[src/rtl/mac_stop_ctrl.sv]
// Sequences a full C = A*B pass over mac_stop_mem with one multiply-accumulate datapath.
// Latency: start -> first read 1 cycle; K+2 cycles per C element; done = M*N*(K+2)+1 cycles after start.
// Backpressure: none; the store has fixed 1-cycle read latency, and start is ignored unless IDLE.
//
// Ports:
//   clk, reset           rising-edge clock, synchronous active-high reset
//   start / busy / done  pass request, pass-in-progress flag, one-cycle completion pulse
//   row/col_addr_a/b/c   store addresses (all registered)
//   matrix_a_re/b_re     read enables; data_out_a/b return one cycle later
//   matrix_c_we          C write enable, with data_in_c as the write data
//
// Build option: define MAC_STOP_CTRL_SIGNED_EN for two's-complement A/B and a signed C;
// without it all operands are unsigned. Sequencing is identical in both builds.

module mac_stop_ctrl #(
    parameter int M                        = 4,
    parameter int K                        = 4,
    parameter int N                        = 4,
    parameter int DATA_WIDTH_INIT_MATRIX   = 32,
    parameter int DATA_WIDTH_RESULT_MATRIX = 2 * DATA_WIDTH_INIT_MATRIX + $clog2(K),
    // Address widths are kept at least one bit so single-row/column shapes still elaborate.
    localparam int MW = (M > 1) ? $clog2(M) : 1,
    localparam int KW = (K > 1) ? $clog2(K) : 1,
    localparam int NW = (N > 1) ? $clog2(N) : 1
) (
    input  logic                                clk,
    input  logic                                reset,
    input  logic                                start,
    output logic                                busy,
    output logic                                done,
    output logic [MW-1:0]                       row_addr_a,
    output logic [KW-1:0]                       col_addr_a,
    output logic [KW-1:0]                       row_addr_b,
    output logic [NW-1:0]                       col_addr_b,
    output logic [MW-1:0]                       row_addr_c,
    output logic [NW-1:0]                       col_addr_c,
    output logic                                matrix_a_re,
    output logic                                matrix_b_re,
    output logic                                matrix_c_we,
    input  logic [DATA_WIDTH_INIT_MATRIX-1:0]   data_out_a,
    input  logic [DATA_WIDTH_INIT_MATRIX-1:0]   data_out_b,
    output logic [DATA_WIDTH_RESULT_MATRIX-1:0] data_in_c
);

    localparam int DW = DATA_WIDTH_INIT_MATRIX;
    localparam int RW = DATA_WIDTH_RESULT_MATRIX;

    localparam logic [MW-1:0] M_LAST = MW'(M - 1);
    localparam logic [KW-1:0] K_LAST = KW'(K - 1);
    localparam logic [NW-1:0] N_LAST = NW'(N - 1);

    typedef enum logic [2:0] {
        S_IDLE,
        S_RD,
        S_DRAIN,
        S_WR,
        S_FIN
    } state_t;

    state_t          state;
    logic            rd_vld;     // tags the cycle in which a read issued last cycle returns data
    logic [RW-1:0]   acc;

    logic [RW-1:0]   a_ext;
    logic [RW-1:0]   b_ext;
    logic [RW-1:0]   prod;
    logic [RW-1:0]   acc_base;
    logic [RW-1:0]   acc_next;

    // Operands are widened to the accumulator width before multiplying. The exact product
    // fits in 2*DW bits, so the low RW bits of the RW x RW product are the correctly
    // zero- or sign-extended product in either build.
    always_comb begin
`ifdef MAC_STOP_CTRL_SIGNED_EN
        a_ext = {{(RW - DW){data_out_a[DW-1]}}, data_out_a};
        b_ext = {{(RW - DW){data_out_b[DW-1]}}, data_out_b};
`else
        a_ext = {{(RW - DW){1'b0}}, data_out_a};
        b_ext = {{(RW - DW){1'b0}}, data_out_b};
`endif
        prod = a_ext * b_ext;
    end

    // The accumulator restarts on the first read cycle of each element. No product is
    // valid in that cycle: the cycle before it was WR or IDLE, with no read issued.
    always_comb begin
        acc_base = acc;
        if (state == S_RD && col_addr_a == '0) begin
            acc_base = '0;
        end
        acc_next = acc_base;
        if (rd_vld) begin
            acc_next = acc_base + prod;
        end
    end

    // All outputs are registered. Each transition sets the outputs for the state being
    // entered, so they are valid for the whole of that state's cycle.
    always_ff @(posedge clk) begin
        if (reset) begin
            state       <= S_IDLE;
            rd_vld      <= 1'b0;
            acc         <= '0;
            busy        <= 1'b0;
            done        <= 1'b0;
            row_addr_a  <= '0;
            col_addr_a  <= '0;
            row_addr_b  <= '0;
            col_addr_b  <= '0;
            row_addr_c  <= '0;
            col_addr_c  <= '0;
            matrix_a_re <= 1'b0;
            matrix_b_re <= 1'b0;
            matrix_c_we <= 1'b0;
            data_in_c   <= '0;
        end else begin
            rd_vld      <= matrix_a_re;
            acc         <= acc_next;
            done        <= 1'b0;
            matrix_a_re <= 1'b0;
            matrix_b_re <= 1'b0;
            matrix_c_we <= 1'b0;

            case (state)
                S_IDLE: begin
                    if (start) begin
                        state       <= S_RD;
                        busy        <= 1'b1;
                        matrix_a_re <= 1'b1;
                        matrix_b_re <= 1'b1;
                        col_addr_a  <= '0;
                        row_addr_b  <= '0;
                    end
                end

                S_RD: begin
                    if (col_addr_a == K_LAST) begin
                        // Leave the k address at 0, ready for the next element.
                        state      <= S_DRAIN;
                        col_addr_a <= '0;
                        row_addr_b <= '0;
                    end else begin
                        matrix_a_re <= 1'b1;
                        matrix_b_re <= 1'b1;
                        col_addr_a  <= col_addr_a + KW'(1);
                        row_addr_b  <= row_addr_b + KW'(1);
                    end
                end

                S_DRAIN: begin
                    // The final product lands in this cycle; acc_next already includes it.
                    state       <= S_WR;
                    matrix_c_we <= 1'b1;
                    data_in_c   <= acc_next;
                end

                S_WR: begin
                    // The i/j step wraps both coordinates back to 0 after the last element.
                    if (col_addr_b == N_LAST) begin
                        col_addr_b <= '0;
                        col_addr_c <= '0;
                        if (row_addr_a == M_LAST) begin
                            row_addr_a <= '0;
                            row_addr_c <= '0;
                        end else begin
                            row_addr_a <= row_addr_a + MW'(1);
                            row_addr_c <= row_addr_c + MW'(1);
                        end
                    end else begin
                        col_addr_b <= col_addr_b + NW'(1);
                        col_addr_c <= col_addr_c + NW'(1);
                    end

                    if (col_addr_b == N_LAST && row_addr_a == M_LAST) begin
                        state <= S_FIN;
                        busy  <= 1'b0;
                        done  <= 1'b1;
                    end else begin
                        state       <= S_RD;
                        matrix_a_re <= 1'b1;
                        matrix_b_re <= 1'b1;
                    end
                end

                S_FIN: begin
                    state <= S_IDLE;
                end

                default: begin
                    state <= S_IDLE;
                    busy  <= 1'b0;
                end
            endcase
        end
    end

endmodule

[config.mk]
export PLATFORM = sky130hd
export DESIGN_NAME = mac_stop_ctrl
export DESIGN_NICKNAME = d
export VERILOG_FILES = /design/src/rtl/mac_stop_ctrl.sv
export SDC_FILE = /design/constraint.sdc
export NUM_CORES = 2
export LEC_CHECK = 0
export CAP_MARGIN = 5
export CORE_ASPECT_RATIO = 1.25
export CORE_MARGIN = 3
export CORE_UTILIZATION = 40
export CTS_CLUSTER_SIZE = 16
export DETAILED_ROUTE_END_ITERATION = 8
export GPL_ROUTABILITY_DRIVEN = 0
export HOLD_SLACK_MARGIN = 0.05
export PLACE_DENSITY = 0.66
export SLEW_MARGIN = 20
export SYNTH_ARGS = -nofsm -noshare
export SYNTH_HDL_FRONTEND = slang
export SYNTH_SLANG_ARGS = --single-unit
[constraint.sdc]
create_clock -name clk -period 10.8 [get_ports clk]
set_clock_uncertainty 0.05 [all_clocks]
set_input_delay 1.62 -clock clk [delete_from_list [all_inputs] [get_ports clk]]
set_output_delay 1.62 -clock clk [all_outputs]
set_load 0.005 [all_outputs]
# After elaboration in Yosys (flattened, before gate mapping)

Index checks and enable logic that the tools add are counted.

Register bits: 152
Latch bits: 0
RAM bits: 0
Memory bits (read-only): 0
Input port bits: 67
Output and inout bits: 83
Logic and storage cells: 69
Memories: 0

Add/sub/neg operators: 7
$mul: 1
Div/mod/pow operators: 0
Magnitude comparators: 0
Equal/unequal tests: 10
Shift-type cells: 0
Muxes and demuxes: 24
Bitwise logic cells: 2
Reductions and logical operators: 11

Operator list:

| cell                  | count |
|---|---|
| $mux W66              | 2 |
| $add A66 B64 Y66      | 1 |
| $mul A32 B32 Y64      | 1 |
| $mux W2               | 7 |
| $add A2 B1 Y2 const B | 6 |
| $pmux W3 S4           | 1 |
| $mux W3               | 3 |
| $pmux W2 S2           | 2 |
| $mux W1               | 7 |
| $eq A2 B2 Y1 const B  | 3 |
| $eq A3 B2 Y1 const B  | 2 |
| $pmux W1 S3           | 2 |
| $reduce_and A2 Y1     | 3 |
| $ne A2 B2 Y1 const B  | 2 |
| $eq A3 B1 Y1 const B  | 1 |
| $eq A3 B3 Y1 const B  | 1 |
| $logic_not A3 Y1      | 1 |
| $reduce_and A3 Y1     | 1 |
| $reduce_or A3 Y1      | 1 |
| $logic_and A1 B1 Y1   | 2 |
| $logic_not A2 Y1      | 1 |
| $ne A2 B1 Y1 const B  | 1 |
| $not A1 Y1            | 2 |
| $reduce_bool A2 Y1    | 1 |
| $reduce_or A2 Y1      | 1 |

# Longest topological paths before layout

Depth after elaboration: 5
Mapped depth: 30
Depth with buffers taken out: 29

# Worst setup path after synthesis

Ideal clock, no wire load.

Path kind: input-to-reg
Start: input port data_out_b[0]
End: register data_in_c[60]
Library setup time: 0.091 ns
Arrival: 8.693 ns
Required time: 10.659 ns
Setup slack: 1.966 ns
Stages on the path: 27
Buffers on the path: 1
Cells stage by stage: clkbuf_1 -> nand2_1 -> fa_1 -> inv_1 -> fa_1 -> fa_1 -> inv_1 -> fa_1 -> inv_1 -> fa_1 -> inv_1 -> fa_1 -> inv_1 -> fa_1 -> inv_1 -> fa_1 -> inv_1 -> ha_1 -> nand2_1 -> nor4_1 -> or3b_1 -> nand2_1 -> o211ai_1 -> and3_1 -> a221oi_1 -> mux2_2 -> a311oi_1

Cells in the longest elaborated chain, start to end: 3

Ends and longest elaborated chain:

| element              | line | source |
|---|---|---|
| start, declared      | 41   | `input logic [DATA_WIDTH_INIT_MATRIX-1:0] data_out_b,` |
| $mul A32 B32 Y64     | 81   | `prod = a_ext * b_ext;` |
| $add A66 B64 Y66     | 93   | `acc_next = acc_base + prod;` |
| $mux W66             | 92   | `if (rd_vld) begin` |
| end signal, assigned | 154  | `data_in_c <= acc_next;` |
| end, declared        | 42   | `output logic [DATA_WIDTH_RESULT_MATRIX-1:0] data_in_c` |

Every way passes these cells.
A chain may end at the register's enable or synchronous reset.

# Worst setup path in the final report

Start: input port data_out_a[9]
End: register data_in_c[60]

Cells in the longest elaborated chain, start to end: 3

Ends and longest elaborated chain:

| element          | line | source |
|---|---|---|
| start, declared  | 40   | `input logic [DATA_WIDTH_INIT_MATRIX-1:0] data_out_a,` |
| $mul A32 B32 Y64 | 81   |  |
| $add A66 B64 Y66 | 93   |  |
| $mux W66         | 92   |  |

Every way passes these cells.

==> results.cfg <==
[final_layout]
areaGrowthSynthToFinish_pct = 8.77
diodes = 0
stdcell_count = 6004
multiInputGateArea_sq_um = 33000
drive_above_1_share_pct = 3.65
nets = 5957
fill_cells = 9753
final_util_pct = 44.1
ff_latch_area_sq_um = 3050

[sta]
grt_setup_unrepaired = false
tns_ns = 0
fin_crit_sh_pct = 91.7
max_freq_mhz = 101
period_needed_ns = 9.91
finalMaxSlewViolations = 0
hold_viol = 0
hold_slack_ns = 0.434
setup_violations = 0
max-slew-margin-rel_pct = 27.6
worstMarginPinSlew_ns = 1.08

[route]
drt_iter0_markers = 1844
dr.pass1.iters = 8
drtAntennaViolNets = 0
wirelength_um = 114000
wire_per_inst_um = 18.9
vias = 30900
viasPerCell = 5.15
drc = 0

[cts]
clk_latency_ns = 0.43
clockRootBuffer = clkbuf_16
clkSinkCount = 152
postCtsHoldBufs = 0
cts_setup_buffers = 0
htree_levels = 4
clock_tree.buffer_depth = 2
cts_tree = done
path_clk_slew_ns = 0.07
cts_buffers = 17
cts_resized = 0

[yosys]
synth_edf_count = 0
synth.top_cells.by_area = fa_1, inv_1, ha_1
async_flop_share_pct = 0
yosysTopAreaCellShare_pct = 47.0
synth.distinct_cells = 75
synth_nets = 5949
synth_commonest_cells = inv_1, fa_1, nand2_1, and2_1, ha_1
synthFlopType = dfxtp_1
yosysTopAreaCell = fa_1
postSynthRegisterBits = 152
syn_inst = 4663
yosysMostFrequentCell = inv_1
avgSynthCellArea_sq_um = 8.79
yosys_warnings = 0
syn-cell-area_sq_um = 41000
seq_area_frac_synth_pct = 7.42

[flow_run]
drv_cap = 0

[floorplanning]
coreArea_sq_um = 101000
dieWidth_um = 292
rows = 130
start_util_pct = 40.6
die_y_um = 364
dieArea_sq_um = 106000
ioPinCount = 150

[setup_path]
crit_top_cell = fa_1
critPathKind = primary input to flop
cp.required_ns = 11.09
arrival_ns = 10.20
slowest_delay_ns = 0.90
worstSetupStartpointType = primary input
crit_path_max_fanout = 17
cp_slowest_cell = clkdlybuf4s50_1
endpoint_kind = flop

[global_routing]
grt_max_degree = 115
grt_pass1_wl_um = 184000
antenna_found_initial = 2
grt_overflow = 0
grt_util_all_layers_pct = 21.9
grt_pass1_vias = 33500

[placed_design]
dp_cells = 5972
hpwl_um = 96600
portBuffers = 149

[worst_hold_path]
min_path_type = flop to flop

[outcome]
status = finished, final reports clean
state kept, by name, summed over array words and instances, names as in the netlist:
signal,cells
acc,66
matrix_b_re,1
row_addr_b,2
matrix_c_we,1
row_addr_a,2
col_addr_c,2
row_addr_c,2
col_addr_b,2
col_addr_a,2
state,3
rd_vld,1
done,1
busy,1
data_in_c,66
critical path: cells and delay by family:
family	cells	cell delay (ns)
buffers and inverters	7	1.72
AOI/OAI and AO/OA	5	1.33
and+or+nand+nor	4	0.65
muxes	1	0.39
adders and majority gates	9	4.45
final cells by class:
cell class	count	area share (%)
Inverter	1045	8.80
Clock buffer	17	0.954
Multi-Input combinational cell	3197	74.1
Tap cell	1320	3.70
Timing Repair Buffer	258	5.24
Clock inverter	15	0.413
Sequential cell	152	6.83
through the flow:
| step | worst slack [ns] | cell area [sq um] |
|---|---|---|
| 2_1_floorplan | 1.97 | 41000 |
| 4_1_cts | 0.976 | 44600 |
| 5_1_grt | 0.508 | 44600 |
| 6_report | 0.892 | 44600 |
| 3_3_place_gp | 0.618 | 44000 |
| 3_5_place_dp | 0.530 | 44000 |
cells by family (layout without fill, tap and decap cells):
group	after synthesis	after routing	synth area share, %
xor+xnor	52	52	1.11
flops	152	152	7.42
buf+inv	1314	1335	12.1
fa+ha+maj	1219	1219	54.8
simple gates	1517	1517	17.7
compound gates	386	386	6.25
mux	23	23	0.586
placed cells by master (no fill, tap or decap), types with 107 or more instances in the layout:
master / n
a21oi_1: 142
and2_1: 508
buf_4: 107
clkdlybuf4s50_1: 148
dfxtp_1: 151
fa_1: 962
ha_1: 257
inv_1: 1045
nand2_1: 679
nor2_1: 202
per-layer routing:
layer,global-route usage (%),share of wire [%],wire length (um)
met1,26.4,39,43800
met2,40.5,52,59500
met3,2.01,4.4,4970
met4,8.57,4.6,5220
met5,0,0.018,21
final timing paths:
check | from | endpoint | slack, ns | cells past startpoint
worst min register to register | col_addr_b[1] | col_addr_b[1] | 0.43 | 2
worst min-delay path | col_addr_b[1] | col_addr_b[1] | 0.43 | 2
worst max register to register | col_addr_a[0] | data_in_c[60] | 1.84 | 30
worst max-delay path | data_out_a[9] | data_in_c[60] | 0.89 | 26
Power is left out: the tool's default activity adds up to more than one toggle a clock period on the data nets, which glitch-free logic cannot reach.
